**config.mk**
```make
export PLATFORM = sky130hd
export DESIGN_NAME = mc_request_queue
export DESIGN_NICKNAME = d
export VERILOG_FILES = /design/src/rtl/mc_request_queue.sv
export SDC_FILE = /design/constraint.sdc
export NUM_CORES = 1
export LEC_CHECK = 0
export BUFFER_PORTS_ARGS = -buffer_cell sky130_fd_sc_hd__buf_2
export CELL_PAD_IN_SITES_DETAIL_PLACEMENT = 1
export CELL_PAD_IN_SITES_GLOBAL_PLACEMENT = 1
export CORE_UTILIZATION = 40
export CTS_BUF_LIST = sky130_fd_sc_hd__clkbuf_4 sky130_fd_sc_hd__clkbuf_8
export CTS_CLUSTER_DIAMETER = 60
export DETAILED_ROUTE_END_ITERATION = 6
export GPL_ROUTABILITY_DRIVEN = 1
export HOLD_SLACK_MARGIN = 0.08
export PLACE_DENSITY = 0.62
export SYNTH_ARGS = -nofsm -noshare
export SYNTH_HDL_FRONTEND = slang
export SYNTH_SLANG_ARGS = --single-unit
```
**constraint.sdc**
```tcl
create_clock -name clock -period 9.6 [get_ports clock]
set_clock_uncertainty 0.2 [all_clocks]
set_input_delay 1.44 -clock clock [delete_from_list [all_inputs] [get_ports clock]]
set_output_delay 1.44 -clock clock [all_outputs]
set_load 0.005 [all_outputs]
```
**src/rtl/mc_request_queue.sv**
```systemverilog
// mc_request_queue: captures {time,cmd,addr} trace words into an in-order FIFO and issues the head once cycle reaches its timestamp.
// Optional MCQ_TRACE_EN prints capture/pop/drop/bad_cmd events; undefined by default.
module mc_request_queue #(
  parameter int DEPTH      = 16,
  parameter int ADDR_WIDTH = 36,
  parameter int CMD_WIDTH  = 12,
  parameter int TIME_WIDTH = 12,
  parameter int CYC_WIDTH  = 64
) (
  input  logic                                      clock,
  input  logic                                      reset_n,
  input  logic [CYC_WIDTH-1:0]                      cycle,
  input  logic                                      data_rdy,
  input  logic [TIME_WIDTH+CMD_WIDTH+ADDR_WIDTH-1:0] data_read,
  input  logic                                      shutdown,
  output logic                                      data_req,
  output logic                                      issue_valid,
  input  logic                                      issue_ready,
  output logic [1:0]                                issue_cmd,
  output logic [ADDR_WIDTH-1:0]                     issue_addr,
  output logic [$clog2(DEPTH):0]                    q_count,
  output logic                                      overflow,
  output logic                                      bad_cmd,
  output logic                                      done
);
  localparam int AW = $clog2(DEPTH);
  localparam logic [AW:0] L_DEPTH = (AW+1)'(DEPTH);
  typedef enum logic [1:0] {ST_IDLE, ST_REQ, ST_WAIT, ST_DRAIN} state_t;
  state_t r_state, w_next;
  logic r_rdy_q, r_data_req, r_overflow, r_bad_cmd;
  logic [AW-1:0] r_wr, r_rd;
  logic [AW:0] r_count, w_count_next;
  logic [TIME_WIDTH-1:0] r_time [DEPTH];
  logic [1:0] r_cmd [DEPTH];
  logic [ADDR_WIDTH-1:0] r_addr [DEPTH];
  logic [ADDR_WIDTH-1:0] w_addr;
  logic [CMD_WIDTH-1:0] w_cmd;
  logic [TIME_WIDTH-1:0] w_time;
  logic w_capture, w_bad, w_empty, w_full, w_pop, w_accept, w_drop;
  assign w_addr = data_read[ADDR_WIDTH-1:0];
  assign w_cmd = data_read[ADDR_WIDTH +: CMD_WIDTH];
  assign w_time = data_read[ADDR_WIDTH+CMD_WIDTH +: TIME_WIDTH];
  assign w_capture = data_rdy && !r_rdy_q;
  assign w_bad = w_cmd > CMD_WIDTH'(2);
  assign w_empty = r_count == '0;
  assign w_full = r_count == L_DEPTH;
  // Timestamp is zero-extended; the head blocks everything behind it.
  assign issue_valid = !w_empty && (cycle >= CYC_WIDTH'(r_time[r_rd]));
  assign w_pop = issue_valid && issue_ready;
  // A same-edge pop frees the slot, so a capture into a full queue still lands.
  assign w_accept = w_capture && !w_bad && (!w_full || w_pop);
  assign w_drop = w_capture && !w_bad && w_full && !w_pop;
  assign w_count_next = r_count + (AW+1)'(w_accept) - (AW+1)'(w_pop);
  assign issue_cmd = w_empty ? 2'd0 : r_cmd[r_rd];
  assign issue_addr = w_empty ? '0 : r_addr[r_rd];
  assign q_count = r_count;
  assign data_req = r_data_req;
  assign overflow = r_overflow;
  assign bad_cmd = r_bad_cmd;
  assign done = (r_state == ST_DRAIN) && w_empty && !w_capture;
  always_comb begin
    w_next = r_state;
    if (shutdown) w_next = ST_DRAIN;
    else
      unique case (r_state)
        ST_IDLE:  w_next = ST_REQ;
        ST_REQ:   w_next = w_capture ? ST_WAIT : ST_REQ;
        ST_WAIT:  w_next = (r_rdy_q && !data_rdy) ? ST_REQ : ST_WAIT;
        ST_DRAIN: w_next = ST_DRAIN;
      endcase
  end
  always_ff @(posedge clock or negedge reset_n) begin
    if (!reset_n) begin
      r_state    <= ST_IDLE;
      r_rdy_q    <= 1'b0;
      r_data_req <= 1'b0;
      r_overflow <= 1'b0;
      r_bad_cmd  <= 1'b0;
      r_wr       <= '0;
      r_rd       <= '0;
      r_count    <= '0;
    end else begin
      r_state    <= w_next;
      r_rdy_q    <= data_rdy;
      r_data_req <= (w_next == ST_REQ) && !shutdown && (w_count_next < L_DEPTH);
      r_overflow <= r_overflow || w_drop;
      r_bad_cmd  <= r_bad_cmd || (w_capture && w_bad);
      r_wr       <= w_accept ? r_wr + 1'b1 : r_wr;
      r_rd       <= w_pop ? r_rd + 1'b1 : r_rd;
      r_count    <= w_count_next;
    end
  end
  always_ff @(posedge clock) begin
    if (w_accept) begin
      r_time[r_wr] <= w_time;
      r_cmd[r_wr]  <= w_cmd[1:0];
      r_addr[r_wr] <= w_addr;
    end
  end
`ifdef MCQ_TRACE_EN
  always @(posedge clock) begin
    if (reset_n) begin
      if (w_accept) $display($time, " [MC] CYCLE: %0d CAPTURE cmd %0d addr %x", cycle, w_cmd, w_addr);
      if (w_pop) $display($time, " [MC] CYCLE: %0d POP cmd %0d addr %x", cycle, issue_cmd, issue_addr);
      if (w_drop) $display($time, " [MC] CYCLE: %0d DROP cmd %0d addr %x", cycle, w_cmd, w_addr);
      if (w_capture && w_bad) $display($time, " [MC] CYCLE: %0d BAD_CMD cmd %0d addr %x", cycle, w_cmd, w_addr);
    end
  end
`else
`endif
endmodule

```
==> insert_results.sql <==
INSERT INTO impl_metrics (metric_group, metric, value, unit) VALUES
('status', 'outcome', 'finished clean', ''),
('final_layout', 'drive_above_1_share', '0.4016', ''),
('grt', 'first_pass_grt_wire_length', '106300', 'um'),
('worst_setup_path', 'timing.critical_path.mode_cell', 'sky130_fd_sc_hd__mux4_2', ''),
('sta', 'slew_headroom', '0.2335', ''),
('yosys', 'netlist_top_cells_area', 'sky130_fd_sc_hd__edfxtp_1 76%, sky130_fd_sc_hd__mux4_2 18%, sky130_fd_sc_hd__dfrtp_1 1.5%', ''),
('final_layout', 'multi_input_comb_area', '6997', 'um^2'),
('grt', 'grt_start_max_net_pins', '111', ''),
('worst_setup_path', 'crit_slowest_cell', 'sky130_fd_sc_hd__buf_4', ''),
('worst_setup_path', 'critical_path.endpoint_type', 'primary output', ''),
('sta', 'slew_violations', '0', ''),
('final_layout', 'final_core_utilization', '0.4668', ''),
('final_layout', 'finalInstanceArea', '36400', 'um^2'),
('placement', 'post-dp-hpwl', '35970', 'um'),
('placement', 'port-buffer-count', '176', ''),
('sta', 'hold_viol_final', '0', ''),
('die', 'initial_utilization', '0.4075', ''),
('power', 'pwr_density_cell', '258.9', 'nW/um^2'),
('die', 'placement_rows', '102', ''),
('worst_setup_path', 'critical_path.max_stage_delay', '910', 'ps'),
('yosys', 'synth.cell_area', '31770', 'um^2'),
('yosys', 'yosys_warnings', '0', ''),
('grt', 'grt_usage', '0.1814', ''),
('sta', 'setup-violations-final', '0', ''),
('grt', 'global_route.overflow_total', '0', ''),
('yosys', 'synth_edf_count', '800', ''),
('yosys', 'synthesis.nets', '1475', ''),
('worst_hold_path', 'worst_min_path_class', 'register to register', ''),
('worst_setup_path', 'critical_path.startpoint_type', 'register', ''),
('power', 'worst_case_vdd_ir_drop', '0.0002340', 'V'),
('final_layout', 'register_area', '24510', 'um^2'),
('job', 'cap_viol_max_count', '0', ''),
('route', 'detailedRoute.firstPassIterationCount', '5', ''),
('die', 'die_area', '80560', 'um^2'),
('yosys', 'synth.most_common_cell', 'sky130_fd_sc_hd__edfxtp_1', ''),
('yosys', 'ys_seq_elements', '819', ''),
('clock_tree', 'htreeDepth', '4', ''),
('clock_tree', 'cts-buffers-inserted', '136', ''),
('clock_tree', 'post_cts_hold_buffer_count', '0', ''),
('worst_setup_path', 'worst-r2r-cell-count', '12', ''),
('sta', 'fin_crit_sh', '0.6974', ''),
('yosys', 'post_synth_arst_share', '0.02320', ''),
('worst_hold_path', 'min_path_cells', '1', ''),
('clock_tree', 'cts_tree', 'yes', ''),
('die', 'die_width', '283.8', 'um'),
('power', 'power.leakage', '11.72', 'nW'),
('final_layout', 'number_of_fill_cells', '6986', ''),
('final_layout', 'area_growth_syn_to_layout', '14.55', '%'),
('die', 'die_y', '283.8', 'um'),
('worst_setup_path', 'critPathMaxFanout', '74', ''),
('worst_setup_path', 'crit_chain', 'buf_4 -> mux4_2 -> mux4_2 -> inv_1 -> ha_1 -> nand4_1 -> or3_1 -> a221o_1 -> a31oi_1 -> buf_2', ''),
('yosys', 'netlist_top_cells_count', '800 x sky130_fd_sc_hd__edfxtp_1, 250 x sky130_fd_sc_hd__mux4_2, 42 x sky130_fd_sc_hd__nor2b_1', ''),
('yosys', 'syn_inst', '1322', ''),
('sta', 'fmax', '0.1494', 'GHz'),
('die', 'io_count', '177', ''),
('sta', 'finalCriticalPeriod', '6695', 'ps'),
('grt', 'grt_antenna_before_repair', '5', ''),
('route', 'drt_first_iter_violations', '1007', ''),
('yosys', 'post_synthesis_mean_instance_area', '24.03', 'um^2'),
('placement', 'gpl.final_weighted_congestion', '0.7516', ''),
('clock_tree', 'cts-root-to-sink-buffers', '3', ''),
('sta', 'worstMarginPinSlew', '1150', 'ps'),
('sta', 'rsz0062_at_grt', 'false', ''),
('worst_setup_path', 'crit_required', '7960', 'ps'),
('yosys', 'synth_top_cell_by_area', 'sky130_fd_sc_hd__edfxtp_1', ''),
('route', 'drt_drc_violations_left', '0', ''),
('route', 'vias_per_cell', '5.405', ''),
('yosys', 'post-synth-top-area-fraction', '0.7561', ''),
('route', 'drt-total-wl', '71900', 'um'),
('route', 'avgRoutedWirePerCell', '26.45', 'um'),
('grt', 'grt_pass1_vias', '16230', '');
## final timing paths
check / startpoint / endpoint
hold / removal: bad_cmd / bad_cmd
max in group asynchronous: reset_n / r_rd[2]
hold reg to reg: bad_cmd / bad_cmd
min in group asynchronous: reset_n / bad_cmd
setup reg to reg: r_rd[1] / r_time[15][5]
setup / recovery: r_rd[1] / issue_valid
## per-layer routing
| layer | global-route usage | part of all wire | vias up |
|---|---|---|---|
| li1 | - | - | 6211 |
| met1 | 0.2484 | 0.44 | 7953 |
| met2 | 0.2913 | 0.49 | 421 |
| met3 | 0.04059 | 0.053 | 104 |
| met4 | 0.05405 | 0.017 | 2 |
| met5 | 0 | 0.00021 | - |
## through the flow
| stage | total power, mW | worst slack [ps] |
|---|---|---|
| after CTS | 9.573 | 2761 |
| after global placement | 6.664 | 3295 |
| after floorplan | 5.908 | 1857 |
| after detailed placement | 6.698 | 3162 |
| after global routing | 9.851 | 2590 |
| final | 9.422 | 2905 |
## placed cells by master, fill, tap and decap left out, types with 3 or more instances in the layout
cell type                    instances
sky130_fd_sc_hd__a21oi_1             6
sky130_fd_sc_hd__ha_1               23
sky130_fd_sc_hd__nor2_1              6
sky130_fd_sc_hd__and3_4             14
sky130_fd_sc_hd__nor2b_1            41
sky130_fd_sc_hd__dfrtp_1            15
sky130_fd_sc_hd__clkinv_2           10
sky130_fd_sc_hd__inv_1              28
sky130_fd_sc_hd__edfxtp_1          800
sky130_fd_sc_hd__clkbuf_8          140
sky130_fd_sc_hd__dfrtp_4             4
sky130_fd_sc_hd__mux4_2            250
sky130_fd_sc_hd__buf_4              11
sky130_fd_sc_hd__nand3_1             3
sky130_fd_sc_hd__inv_6               4
sky130_fd_sc_hd__clkinvlp_4          5
sky130_fd_sc_hd__nand2_1             5
sky130_fd_sc_hd__o211ai_1            3
sky130_fd_sc_hd__clkinv_1           26
sky130_fd_sc_hd__buf_2             176
sky130_fd_sc_hd__clkbuf_4           42
sky130_fd_sc_hd__nor4_1             11
sky130_fd_sc_hd__nand4_1             5
sky130_fd_sc_hd__xnor2_1             7
sky130_fd_sc_hd__o21ai_0             3
## state kept, by name, summed over array words and instances, names as in the netlist
name / flops
r_wr: 4
overflow: 1
q_count: 5
r_addr: 576
r_time: 192
bad_cmd: 1
r_rd: 4
r_state: 2
r_rdy_q: 1
r_cmd: 32
data_req: 1
## report_power, final
group / internal (mW) / switching, mW
registers: 3.95 / 0.211
logic: 1.36 / 1.04
clock network: 1.53 / 1.32
total: 6.84 / 2.58
## cell type report
class | count | share of cell area
inverter | 28 | 0.002888
sequential | 819 | 0.6735
timing repair buffer | 188 | 0.02702
tap | 1040 | 0.03575
clock inverter | 46 | 0.006875
clock buffer | 182 | 0.06160
antenna | 2 | 0.0001375
multi-input combinational | 413 | 0.1922
## critical path: cells and delay by family (launching register included)
kind	cells	cell delay (ps)
buffers and inverters	3	1210
muxes	2	900
AOI/OAI and AO/OA	2	730
DFF	1	710
and+or+nand+nor	2	550
adders and majority gates	1	160
## cells by family (layout without fill, tap and decap cells)
family / count (synthesis) / after routing / synth area share
fa+ha+maj: 24 / 24 / 0.009687
other cells: 0 / 2 / 0
compound gates: 25 / 25 / 0.006419
simple gates: 102 / 102 / 0.02012
flops: 819 / 819 / 0.7710
buf+inv: 90 / 444 / 0.01158
mux: 252 / 252 / 0.1782
xor+xnor: 10 / 10 / 0.002993
(Power assumes the default switching activity.)
